<file path="config.mk">
export PLATFORM = sky130hd
export DESIGN_NAME = adc_spi_capture
export DESIGN_NICKNAME = d
export VERILOG_FILES = /design/src/rtl/proj3_pkg.sv /design/src/rtl/tick_div.sv /design/src/rtl/adc_spi_capture.sv
export SDC_FILE = /design/constraint.sdc
export NUM_CORES = 1
export LEC_CHECK = 0
export CAP_MARGIN = 40
export CORE_ASPECT_RATIO = 0.6
export CORE_MARGIN = 3
export CORE_UTILIZATION = 44
export DETAILED_ROUTE_END_ITERATION = 7
export PLACE_DENSITY = 0.66
export SLEW_MARGIN = 20
export SYNTH_ARGS = -nofsm -noshare
export SYNTH_HDL_FRONTEND = slang
export SYNTH_SLANG_ARGS = --single-unit
</file>
<file path="constraint.sdc">
create_clock -name clk -period 5.45 [get_ports clk]
set_clock_uncertainty 0.15 [all_clocks]
set_input_delay 1.09 -clock clk [delete_from_list [all_inputs] [get_ports clk]]
set_output_delay 1.09 -clock clk [all_outputs]
set_load 0.05 [all_outputs]
</file>
<file path="src/rtl/proj3_pkg.sv">
// Shared types and constants for the ADC capture front end.
// Holds the frame geometry, FSM states and offset-binary to fixed-point conversion.
package proj3_pkg;

   localparam int SAMPLE_W   = 25;
   localparam int ADC_BITS   = 12;
   localparam int FRAME_BITS = 16;
   localparam int LEAD_BITS  = 4;

   typedef enum logic [1:0] {
      IDLE,
      SETUP,
      SHIFT,
      HOLD
   } state_t;

   // Offset binary -> two's complement by flipping the MSB, then scale
   // so the 12-bit code lands on Q(24-frac_bits).frac_bits.
   function automatic logic signed [SAMPLE_W-1:0] code_to_fix(
      input logic [ADC_BITS-1:0] code,
      input int                  frac_bits
   );
      logic signed [ADC_BITS-1:0] s;
      logic signed [SAMPLE_W-1:0] w;
      s = signed'({~code[ADC_BITS-1], code[ADC_BITS-2:0]});
      w = SAMPLE_W'(s);
      return w <<< (frac_bits - (ADC_BITS - 1));
   endfunction

endpackage

</file>
<file path="src/rtl/tick_div.sv">
// Down-counter that emits a one-cycle tick every DIV cycles while enabled.
// Ports: clk, rst (async high), en (run; cleared when low), tick (output).
module tick_div #(
   parameter int DIV = 4
) (
   input  logic clk,
   input  logic rst,
   input  logic en,
   output logic tick
);

   localparam int W = (DIV > 1) ? $clog2(DIV) : 1;

   logic [W-1:0] cnt;

   // First tick arrives DIV cycles after en rises.
   assign tick = en && (cnt == '0);

   always_ff @(posedge clk or posedge rst) begin
      if (rst) begin
         cnt <= W'(DIV - 1);
      end else if (!en) begin
         cnt <= W'(DIV - 1);
      end else if (cnt == '0) begin
         cnt <= W'(DIV - 1);
      end else begin
         cnt <= cnt - 1'b1;
      end
   end

endmodule

</file>
<file path="src/rtl/adc_spi_capture.sv">
// Periodic SPI reader for a 12-bit AD7476-style ADC, emitting fixed-point samples.
// Ports: clk, rst, sdata in; cs_n, sclk, rx strobe, u sample, frame_err out.
module adc_spi_capture
   import proj3_pkg::*;
#(
   parameter int SCLK_DIV      = 4,
   parameter int SAMPLE_PERIOD = 200,
   parameter int FRAC_BITS     = 16
) (
   input  logic                       clk,
   input  logic                       rst,
   input  logic                       sdata,
   output logic                       cs_n,
   output logic                       sclk,
   output logic                       rx,
   output logic signed [SAMPLE_W-1:0] u,
   output logic                       frame_err
);

   localparam int CNT_W = (SAMPLE_PERIOD > 1) ? $clog2(SAMPLE_PERIOD) : 1;

   logic [CNT_W-1:0]      count;
   state_t                state;
   logic [FRAME_BITS-1:0] shreg;
   logic [4:0]            bits;
   logic                  tick;

   tick_div #(
      .DIV(SCLK_DIV)
   ) u_div (
      .clk (clk),
      .rst (rst),
      .en  (state != IDLE),
      .tick(tick)
   );

   always_ff @(posedge clk or posedge rst) begin
      if (rst) begin
         count <= '0;
      end else if (count == CNT_W'(SAMPLE_PERIOD - 1)) begin
         count <= '0;
      end else begin
         count <= count + 1'b1;
      end
   end

   always_ff @(posedge clk or posedge rst) begin
      if (rst) begin
         state     <= IDLE;
         cs_n      <= 1'b1;
         sclk      <= 1'b1;
         rx        <= 1'b0;
         u         <= '0;
         frame_err <= 1'b0;
         shreg     <= '0;
         bits      <= '0;
      end else begin
         rx        <= 1'b0;
         frame_err <= 1'b0;
         unique case (state)
            IDLE: begin
               if (count == '0) begin
                  cs_n  <= 1'b0;
                  bits  <= '0;
                  state <= SETUP;
               end
            end
            SETUP: begin
               if (tick) begin
                  sclk  <= 1'b0;
                  state <= SHIFT;
               end
            end
            SHIFT: begin
               if (tick) begin
                  // Low half ends: rise sclk and capture the bit.
                  if (!sclk) begin
                     sclk  <= 1'b1;
                     shreg <= {shreg[FRAME_BITS-2:0], sdata};
                     bits  <= bits + 1'b1;
                  end else if (bits == 5'(FRAME_BITS)) begin
                     state <= HOLD;
                  end else begin
                     sclk <= 1'b0;
                  end
               end
            end
            HOLD: begin
               if (tick) begin
                  cs_n      <= 1'b1;
                  rx        <= 1'b1;
                  u         <= code_to_fix(shreg[ADC_BITS-1:0], FRAC_BITS);
                  frame_err <= |shreg[FRAME_BITS-1:ADC_BITS];
                  state     <= IDLE;
               end
            end
            default: state <= IDLE;
         endcase
      end
   end

endmodule
</file>
Word-level counts from Yosys, hierarchy flattened

Cells that the tools add are included.

Add/sub/neg operators: 3
Muxes and demuxes: 26
Bitwise logic cells: 2
Equal/unequal tests: 12
Reduce and logical (&&, ||, !) cells: 15

Operator list:

| operator                                                               | number |
|---|---|
| 2-bit two-way mux                                                      | 8 |
| 5-bit two-way mux                                                      | 3 |
| 2-bit != test (second input constant)                                  | 7 |
| 1-bit two-way mux                                                      | 10 |
| 5-bit case mux with 2 select lines                                     | 1 |
| 3-bit AND reduction                                                    | 3 |
| 8-bit by 1-bit adder with 8-bit output (second input constant)         | 1 |
| 8-bit equality test (second input constant)                            | 1 |
| 8-bit zero test                                                        | 1 |
| 8-bit two-way mux                                                      | 1 |
| 2-bit case mux with 4 select lines                                     | 1 |
| 2-bit nonzero test                                                     | 4 |
| 6-bit AND reduction                                                    | 1 |
| 5-bit by 1-bit adder with 5-bit output (second input constant)         | 1 |
| 5-bit equality test (second input constant)                            | 1 |
| 2-bit equality test (second input constant)                            | 2 |
| 2-bit zero test                                                        | 2 |
| 1-bit case mux with 2 select lines                                     | 2 |
| 4-bit AND reduction                                                    | 1 |
| 4-bit OR reduction                                                     | 1 |
| 2-bit by 1-bit equality test with 1-bit output (second input constant) | 1 |
| 1-bit inverter                                                         | 2 |
| 2-bit AND reduction                                                    | 1 |
| 2-bit by 1-bit subtractor with 2-bit output (second input constant)    | 1 |
| 1-bit logical AND                                                      | 1 |

Word-level logic and storage cells: 68
Bits of input ports: 3
Output and inout port bits: 29
Flip-flop bits (word level): 49

Longest topological paths before layout

Gate-level depths: netlist (run 1).

Word-level depth: 5
Depth in mapped cells: 7

Hierarchy

From an unflattened synthesis (run 1), not the netlist that was laid out.

Cells, all modules: 233
Area, all modules: 2388.5 sq um

By module, submodules not included:

| module          | area an instance (sq um) | cells an instance | times used |
|---|---|---|---|
| adc_spi_capture | 2294.7                   | 224               | 1 |
| tick_div        | 93.8                     | 9                 | 1 |

Worst setup path after synthesis (run 1)

No wires, ideal clock.

Path type: register -> output
Start point: register, netlist name u[16]
End point: output u[17]
Data required time: 4.210 ns
Data arrival time: 1.032 ns
Slack: 3.178 ns
Stages on the path, launching flop included: 2
Path through: dfrtp_1 > buf_4

RTL lines:

| element       | RTL line              | RTL |
|---|---|---|
| end, declared | adc_spi_capture.sv:16 | `output logic signed [SAMPLE_W-1:0] u,` |

Final worst setup path (run 1)

Start point: register sclk
End point: output sclk

RTL lines:

| element                | RTL line              | RTL |
|---|---|---|
| start, declared        | adc_spi_capture.sv:14 | `output logic sclk,` |
| start signal, assigned | adc_spi_capture.sv:51 | `sclk <= 1'b1;` |
| start signal, assigned | adc_spi_capture.sv:70 | `sclk <= 1'b0;` |
| start signal, assigned | adc_spi_capture.sv:78 | `sclk <= 1'b1;` |

No word-level cell between the ends.

==> results, run 1 <==
- The flow ran to the end, and the final reports show no timing, DRC or antenna violations.
- The clock tree synthesis step divided the H-tree into 2 levels.
- Yosys mapped a number of flops with a built-in enable equal to 0.
- Clock-pin slew was measured on the worst setup and hold paths at 90 ps.
- The internal portion of the total power is 0.460 mW.
- From synthesis to final layout, the design area changed by 13.4%.
- The die covers 6290 sq um.
- Setup violations remaining at the end of the flow were counted as 0.
- Along the worst path, the maximum fanout reaches 4.
- The total power density per cell area is 223 nW/um^2.
- The Yosys step of the flow raised 0 warnings.
- The layout net count is 228.
- The cell leakage power is 1.27 nW.
- For this block, the initial DRC count from the detailed router was 29.
- The critical path's slowest cell is sky130_fd_sc_hd__clkdlybuf4s50_1.
- The core outline area is 4850 sq um.
- Entering global routing, the biggest net connects 37 pins.
- Across the run, the number of max-cap violations was 0.
- The class of the tightest hold or removal check is register to register.
- Across the whole layout, storage elements account for 1230 sq um.
- The floorplan step set the die width to 100 um.
- In this run the count of I/O pins placed on the die edge is 32.
- The shortest period the worst path allows is 2900 ps.
- The category of the worst setup path capture point is an output pin.
- The synthesized netlist devotes 1.49% of its cell area to XOR and XNOR gates.
- The post-synthesis instance total is 197.
- The post-synthesis instance area is 2350 sq um.
- The initial antenna violation count is 0.
- At the pin with the least slew margin, the transition time is 698 ps.
- The data required time of the critical path is 4210 ps.
- After synthesis, the share of flip-flops with an asynchronous set or reset is 100%.
- Before antenna repair, the detailed router went through 4 iterations.
- Sequential cells account for 61.8% of the total power.
- The number of fillers in the final layout is 416.
- The reported net switching power is 0.134 mW.
- The total of cells resized after clock tree synthesis is 0.
- The peak ir drop on the vdd network is 164 uV.
- After synthesis, flip-flops and latches occupy 52.3% of the total area.
- The via count of the first global-routing pass came to 1,428.
- The maximum clock frequency is 345 MHz.
- Summing the areas of all compound-gate instances in the mapped netlist gives 7.61% of the synthesized area.
- TritonCTS built the clock tree.
- The synthesized netlist devotes 5.32% of its cell area to adder and majority cells.
- The TritonCTS sink count is 49.
- On the worst path, the slowest cell contributes a delay of 800 ps.
- The CTS root buffer is sky130_fd_sc_hd__clkbuf_8.
- The clock network is responsible for 35.0% of the overall power.
- After global routing the overflow that remains totals 0.
- The per-cell via count in the routed design is 5.11.
- The count of final max-slew check failures is 0.
- On the final layout, the worst hold slack is 357 ps.
- The effective utilization at floorplan is 48.5%.
- The post-route netlist has 18.5% of its cells at a drive strength greater than 1.
- The count of unique library cells instantiated by Yosys is 44.
- After layout, the worst path uses 53.2% of the clock period.
- The HPWL after detailed placement is 2840 um.
- The portion of netlist area occupied by mux cells is 13.6%.
- The total DRC errors in the routed layout is 0.
- The largest family of logic cells by synthesized area is multiplexers.
- STA puts the critical path data arrival time at 1660 ps.
- The kind of cell with the highest combined delay along the critical path is buffers and inverters.
- The count of nets left with antenna violations once routing finished came out at 0.
- The overall via count from detail_route is 1,427.
- The startpoint type of the worst setup path is a register.
- In this run the core area contains 19 standard-cell rows.
- The final antenna diode count is 0.
- The net switching share of the total power is 22.6%.
- The worst setup path is of the register to output pin kind.
- The post-CTS repair timing setup buffer count is 0.
- The final hold violation count is 0.
- The per-cell routed wire length is 13.9 um.
- The area of the multi-input gates is 945 sq um.
- In this run, post-CTS hold repair placed 0 buffers.
- The maximum buffer depth of the clock tree is 2.
- The total power of the final layout is 0.594 mW.
- The placer's final routability congestion estimate is 0.779.
- The number of non-filler instances in the completed layout is 279.
- Measured along the y axis, the die boundary spans 62.6 um.
- The buffer and inverter count on the worst path is 1.
- The routed design has 3880 um of wire.
- The number of placed instances, taps included is 271.
- Counting flops and latches in the post-synthesis netlist gives 49.
- A synthesized cell averages 11.9 sq um.
- The setup TNS is 0 ps.
- Walking the worst path, the cells encountered are clkdlybuf4s50_1.
- The first global-routing pass estimated 6910 um of wire.
- The clock reaches the later pin of the worst-skew pair after 290 ps.
- Measured against its own limit, the worst slew margin works out to 53.5%.
- The share of total power in combinational logic is 3.3%.
- Input and output buffers added on the ports amount to 26.
- The worst slack at placement is 2850 ps.
- Of the total synthesized cell area, the portion taken by AND, OR, NAND and NOR gates is 11.4%.
- The top cell types in the final layout, fill and taps aside, are sky130_fd_sc_hd__dfrtp_1 (45), sky130_fd_sc_hd__clkdlybuf4s50_1 (26), sky130_fd_sc_hd__mux2_2 (19).
- Setup repair after global routing left no endpoint under its margin.
- The dominant synthesized flop cell is sky130_fd_sc_hd__dfrtp_1.
- Leaving out fill and tap cells, the most frequent cell in the layout is sky130_fd_sc_hd__dfrtp_1.
- The global-route usage over all layers is 13.7%.
- The CTS buffer count is 5.
- The worst setup margin is 2550 ps.
cell usage after synthesis, drive strengths merged, types with 3 or more instances:
| master | instances | area (sq um) |
|---|---|---|
| dfrtp | 45 | 1130 |
| dfstp | 4 | 105 |
| ha | 10 | 125 |
| mux2 | 28 | 319 |
| nand2 | 9 | 33.8 |
| buf | 18 | 138 |
| inv | 12 | 45.0 |
| nor4 | 3 | 33.8 |
| nor3 | 3 | 15.0 |
| a21oi | 7 | 38.8 |
| xor2 | 3 | 26.3 |
| o21ai | 10 | 50.1 |
| nand3 | 10 | 50.1 |
| nor2 | 8 | 32.5 |
per-stage QoR:
stage	instance area (sq um)	utilization (%)
finish	2670	55.0
floorplan	2370	-
global placement	2560	52.8
global route	2670	55.0
detailed placement	2580	53.2
CTS	2670	55.0
final cells by class:
| type | count | area share [%] |
|---|---|---|
| inverters | 12 | 1.69 |
| multi-input cells | 120 | 35.4 |
| clock inverters | 2 | 0.563 |
| clock buffers | 6 | 2.72 |
| flip-flops and latches | 49 | 46.2 |
| repair buffers | 27 | 10.5 |
| well taps | 63 | 2.95 |
cells by family (layout without fill, tap and decap cells):
logic type / Yosys count / after routing
AOI/OAI and AO/OA: 26 / 26
xor gates and xnor gates: 4 / 4
adders and majority gates: 10 / 10
buffers and inverters: 32 / 47
DFF: 49 / 49
muxes: 28 / 28
other: 1 / 5
and+or+nand+nor: 47 / 47
worst paths after layout:
kind / depth (start not counted) / slack, ps / from / end
min: 1 / 360 / shreg[11]$_DFFE_PP0P_ / u[16]$_DFFE_PP0P_
min reg2reg: 1 / 360 / shreg[11]$_DFFE_PP0P_ / u[16]$_DFFE_PP0P_
max in group asynchronous: 3 / 3680 / rst / sclk$_DFFE_PP1P_
max: 1 / 2550 / sclk$_DFFE_PP1P_ / sclk
min in group asynchronous: 2 / 920 / rst / u[9]$_DFFE_PP0P_
max reg2reg: 5 / 2840 / state[0]$_DFFE_PP0P_ / shreg[4]$_DFFE_PP0P_
metal layers:
metal	routed length [um]	up-vias	GRT usage [%]
met5	0	-	0
met4	18	0	3.03
met3	168	2	4.01
met2	1790	35	21.0
met1	1900	693	19.2
li1	-	697	-
flip-flops by register name (all words and copies together), names as in the netlist:
register   count
cs_n           1
state          2
sclk           1
frame_err      1
u             12
shreg         16
count          8
u_div.cnt      2
bits           5
rx             1
power by group through the flow:
| stage | sequential (mW) | combinational (mW) | clock [mW] |
|---|---|---|---|
| 2_1_floorplan | 0.374 | 0.0172 | 0 |
| 3_3_place_gp | 0.374 | 0.0176 | 0 |
| 3_5_place_dp | 0.374 | 0.0201 | 0 |
| 4_1_cts | 0.367 | 0.0201 | 0.217 |
| 5_1_grt | 0.368 | 0.0218 | 0.235 |
| 6_report | 0.367 | 0.0194 | 0.208 |
Power figures use the tool's default switching activity.
==> inputs of run 2 (changes only) <==
Clock period 5.45 ns to 3.02 ns, I/O delays scaled along.
==> run 2 against run 1 <==
Non-clock buffer count up 2. Count of clock-buffer cells in the layout is the same. Sequential share of layout area decreased by 0.19 points. Combinational power rose by 76%. Core utilization is 0.23 points higher. Final area rose by 0.42%. Critical path depth did not move. Power grew 85%. Register-to-register slack got worse by 2200 ps. Routed wire length rose by 8.5%. Critical path type unchanged. Critical endpoint unchanged. Largest power group unchanged. Highest routed layer unchanged.
==> results, run 2 (same netlist as run 1, synthesis figures left out) <==
- The peak ir drop on the vdd network came to 203 uV (+24%).
- The number of fillers in the final layout came to 412 (-0.96%).
- In the layout the commonest cells are sky130_fd_sc_hd__dfrtp_1 (45), sky130_fd_sc_hd__clkdlybuf4s50_1 (26), sky130_fd_sc_hd__mux2_2 (19).
- The final hold violation count is 0 (unchanged).
- The largest registers in the layout are shreg x16, u x12, count x8.
- The proportion of layout cells with a drive suffix above 1 is 19.7% (+1.2 points).
- The post-CTS repair timing setup buffer count is 0 (unchanged).
- The measured slew at the worst slew-check pin is 701 ps (+3.44 ps).
- The CTS buffer count is 5 (unchanged).
- The total power density per cell area came to 409 nW/um^2 (+84%).
- The data required time of the critical path is 2270 ps (-1940 ps).
- The TritonCTS clock tree is yes.
- Counting flops per register, the top entry is shreg.
- The per-cell routed wire length came to 15.0 um (+7.7%).
- The initial antenna violation count is 0 (unchanged).
- The critical path's slowest cell is sky130_fd_sc_hd__clkdlybuf4s50_1.
- The biggest cell delay along the critical path is 810 ps (about the same).
- The global-route usage over all layers is 15.1% (+1.4 points).
- The class of the tightest hold or removal check is register to register.
- The utilization of the core after routing is 55.2% (+0.23 points).
- The setup TNS is 0 ps (unchanged).
- The headroom to the max-slew limit is 53.1% (-0.36 points).
- The clock latency at the later pin of the worst-skew pair is 300 ps (about the same).
- The most common cell after layout, fill and taps aside is sky130_fd_sc_hd__dfrtp_1.
- The detailed placer's ending HPWL is 3110 um (+9.4%).
- The gate family responsible for the most delay along the worst path is buffers and inverters.
- The violation count after the first detailed-route iteration is 67 (+130%).
- The category of the worst setup path capture point is an output pin.
- The total of max-cap violations is 0 (unchanged).
- The shortest period the worst path allows is 2440 ps.
- The die area is 6290 sq um (unchanged).
- The count of input and output buffers is 26 (unchanged).
- The number of flip-flops in the largest register is 16 (unchanged).
- The layout net count is 230 (+0.88%).
- The startpoint-to-endpoint class of the critical path is register to output pin.
- The critical path goes through clkdlybuf4s50_1.
- STA classifies the critical path startpoint as a register.
- The arrival time of data at the critical path endpoint is 1680 ps (+20 ps).
- The fraction of the cycle the final worst path needs is 80.7%.
- The overall via count from detail_route is 1,465 (+2.7%).
- The final count of negative-setup-slack endpoints came to 0 (unchanged).
- The number of placement rows is 19 (unchanged).
- The post-route standard cell area excluding fillers was 2680 sq um (+0.42%).
- The TritonCTS sink count is 49 (unchanged).
- The maximum buffer depth of the clock tree is 2 (unchanged).
- The register-to-register setup slack was 680 ps (-2160 ps).
- The final antenna diode count was 0 (unchanged).
- The count of final max-slew check failures came to 0 (unchanged).
- The placer's final routability congestion estimate is 0.787 (+1.0%).
- The effective utilization at floorplan is 48.5% (unchanged).
- The post-place instance area is 2580 sq um (about the same).
- The core outline area is 4850 sq um (unchanged).
- The quantity of hold-fixing buffers added after cts was 0 (unchanged).
- The H-tree depth reported by CTS was 2 (unchanged).
- The CTS root buffer is sky130_fd_sc_hd__clkbuf_8.
- The cell leakage power is 1.29 nW (+1.5%).
- The per-cell via count in the routed design is 5.21 (+1.9%).
- Setup repair after global routing left no endpoint under its margin.
- The flow ran to the end, and the final reports show no timing, DRC or antenna violations.
- The number of iterations in the first detailed-routing pass came to 4 (unchanged).
- Relative to the synthesized area, the layout overhead comes to 13.9%.
- The I/O pin count came to 32 (unchanged).
- The global-route wire length before repair came to 7440 um (+7.7%).
- The buffer and inverter count on the worst path came to 1 (unchanged).
- The remaining antenna violation count after routing is 0 (unchanged).
- The total wire length is 4200 um (+8.5%).
- The maximum number of pins on one net before global-route repair came to 18 (-51%).
- The floorplan die height came to 62.6 um (unchanged).
- The total of cells resized after clock tree synthesis is 0 (unchanged).
- The maximum clock frequency is 411 MHz.
- The clock input transition at the sequential cells of the worst setup and hold paths is 90 ps (about the same).
- The overall overflow remaining after global route is 0 (unchanged).
- The via count of the first global-routing pass was 1,605 (+12%).
- The overall die width came to 100 um (unchanged).
- The total DRC errors in the routed layout came to 0 (unchanged).
- The highest net fanout along the worst path was 4 (unchanged).
run 2: layout make-up:
class,instances,area (sq um),share of cell area [%]
sequential,49,1230,46.0
inverter,12,45.0,1.68
clock buffer,6,82.6,3.08
timing repair buffer,29,283,10.6
clock inverter,2,13.8,0.514
multi-input combinational,120,945,35.3
tap,63,78.8,2.94
run 2: final timing paths:
kind,endpoint,cells past startpoint,from
hold / removal,u[16]$_DFFE_PP0P_,1,shreg[11]$_DFFE_PP0P_
max in group asynchronous,sclk$_DFFE_PP1P_,3,rst
setup reg to reg,shreg[9]$_DFFE_PP0P_,6,state[0]$_DFFE_PP0P_
hold reg to reg,u[16]$_DFFE_PP0P_,1,shreg[11]$_DFFE_PP0P_
setup / recovery,sclk,1,sclk$_DFFE_PP1P_
min in group asynchronous,u[11]$_DFFE_PP0P_,2,rst
run 2: metal layers:
| metal | routed length [um] | vias up | track usage [%] | part of all wire, % |
|---|---|---|---|---|
| met1 | 2000 | 700 | 19.0 | 48 |
| met4 | 102 | 0 | 7.06 | 2.4 |
| met2 | 1900 | 50 | 23.1 | 45 |
| met5 | 0 | - | 0 | 0 |
| met3 | 201 | 13 | 5.46 | 4.8 |
| li1 | - | 702 | - | - |
run 2: per-stage QoR:
stage | power, mW | worst slack [ps] | hold WS, ps | cells
2_1_floorplan | 0.706 | 975 | 302 | 201
3_3_place_gp | 0.710 | 830 | 321 | 273
3_5_place_dp | 0.711 | 711 | 338 | 273
4_1_cts | 1.12 | 570 | 350 | 281
5_1_grt | 1.15 | 494 | 376 | 281
6_report | 1.10 | 584 | 345 | 281
run 2: where the power goes:
group | internal [mW] | switching [mW]
logic | 0.00647 | 0.0277
clock network | 0.186 | 0.214
registers | 0.660 | 0.00276
total | 0.852 | 0.245
run 2: worst reg2reg max path, delay by kind of cell, from the launching register on:
kind | cells | cell delay (ps)
simple gates | 2 | 470
fa+ha+maj | 1 | 450
flops | 1 | 420
buf+inv | 2 | 370
mux | 1 | 360
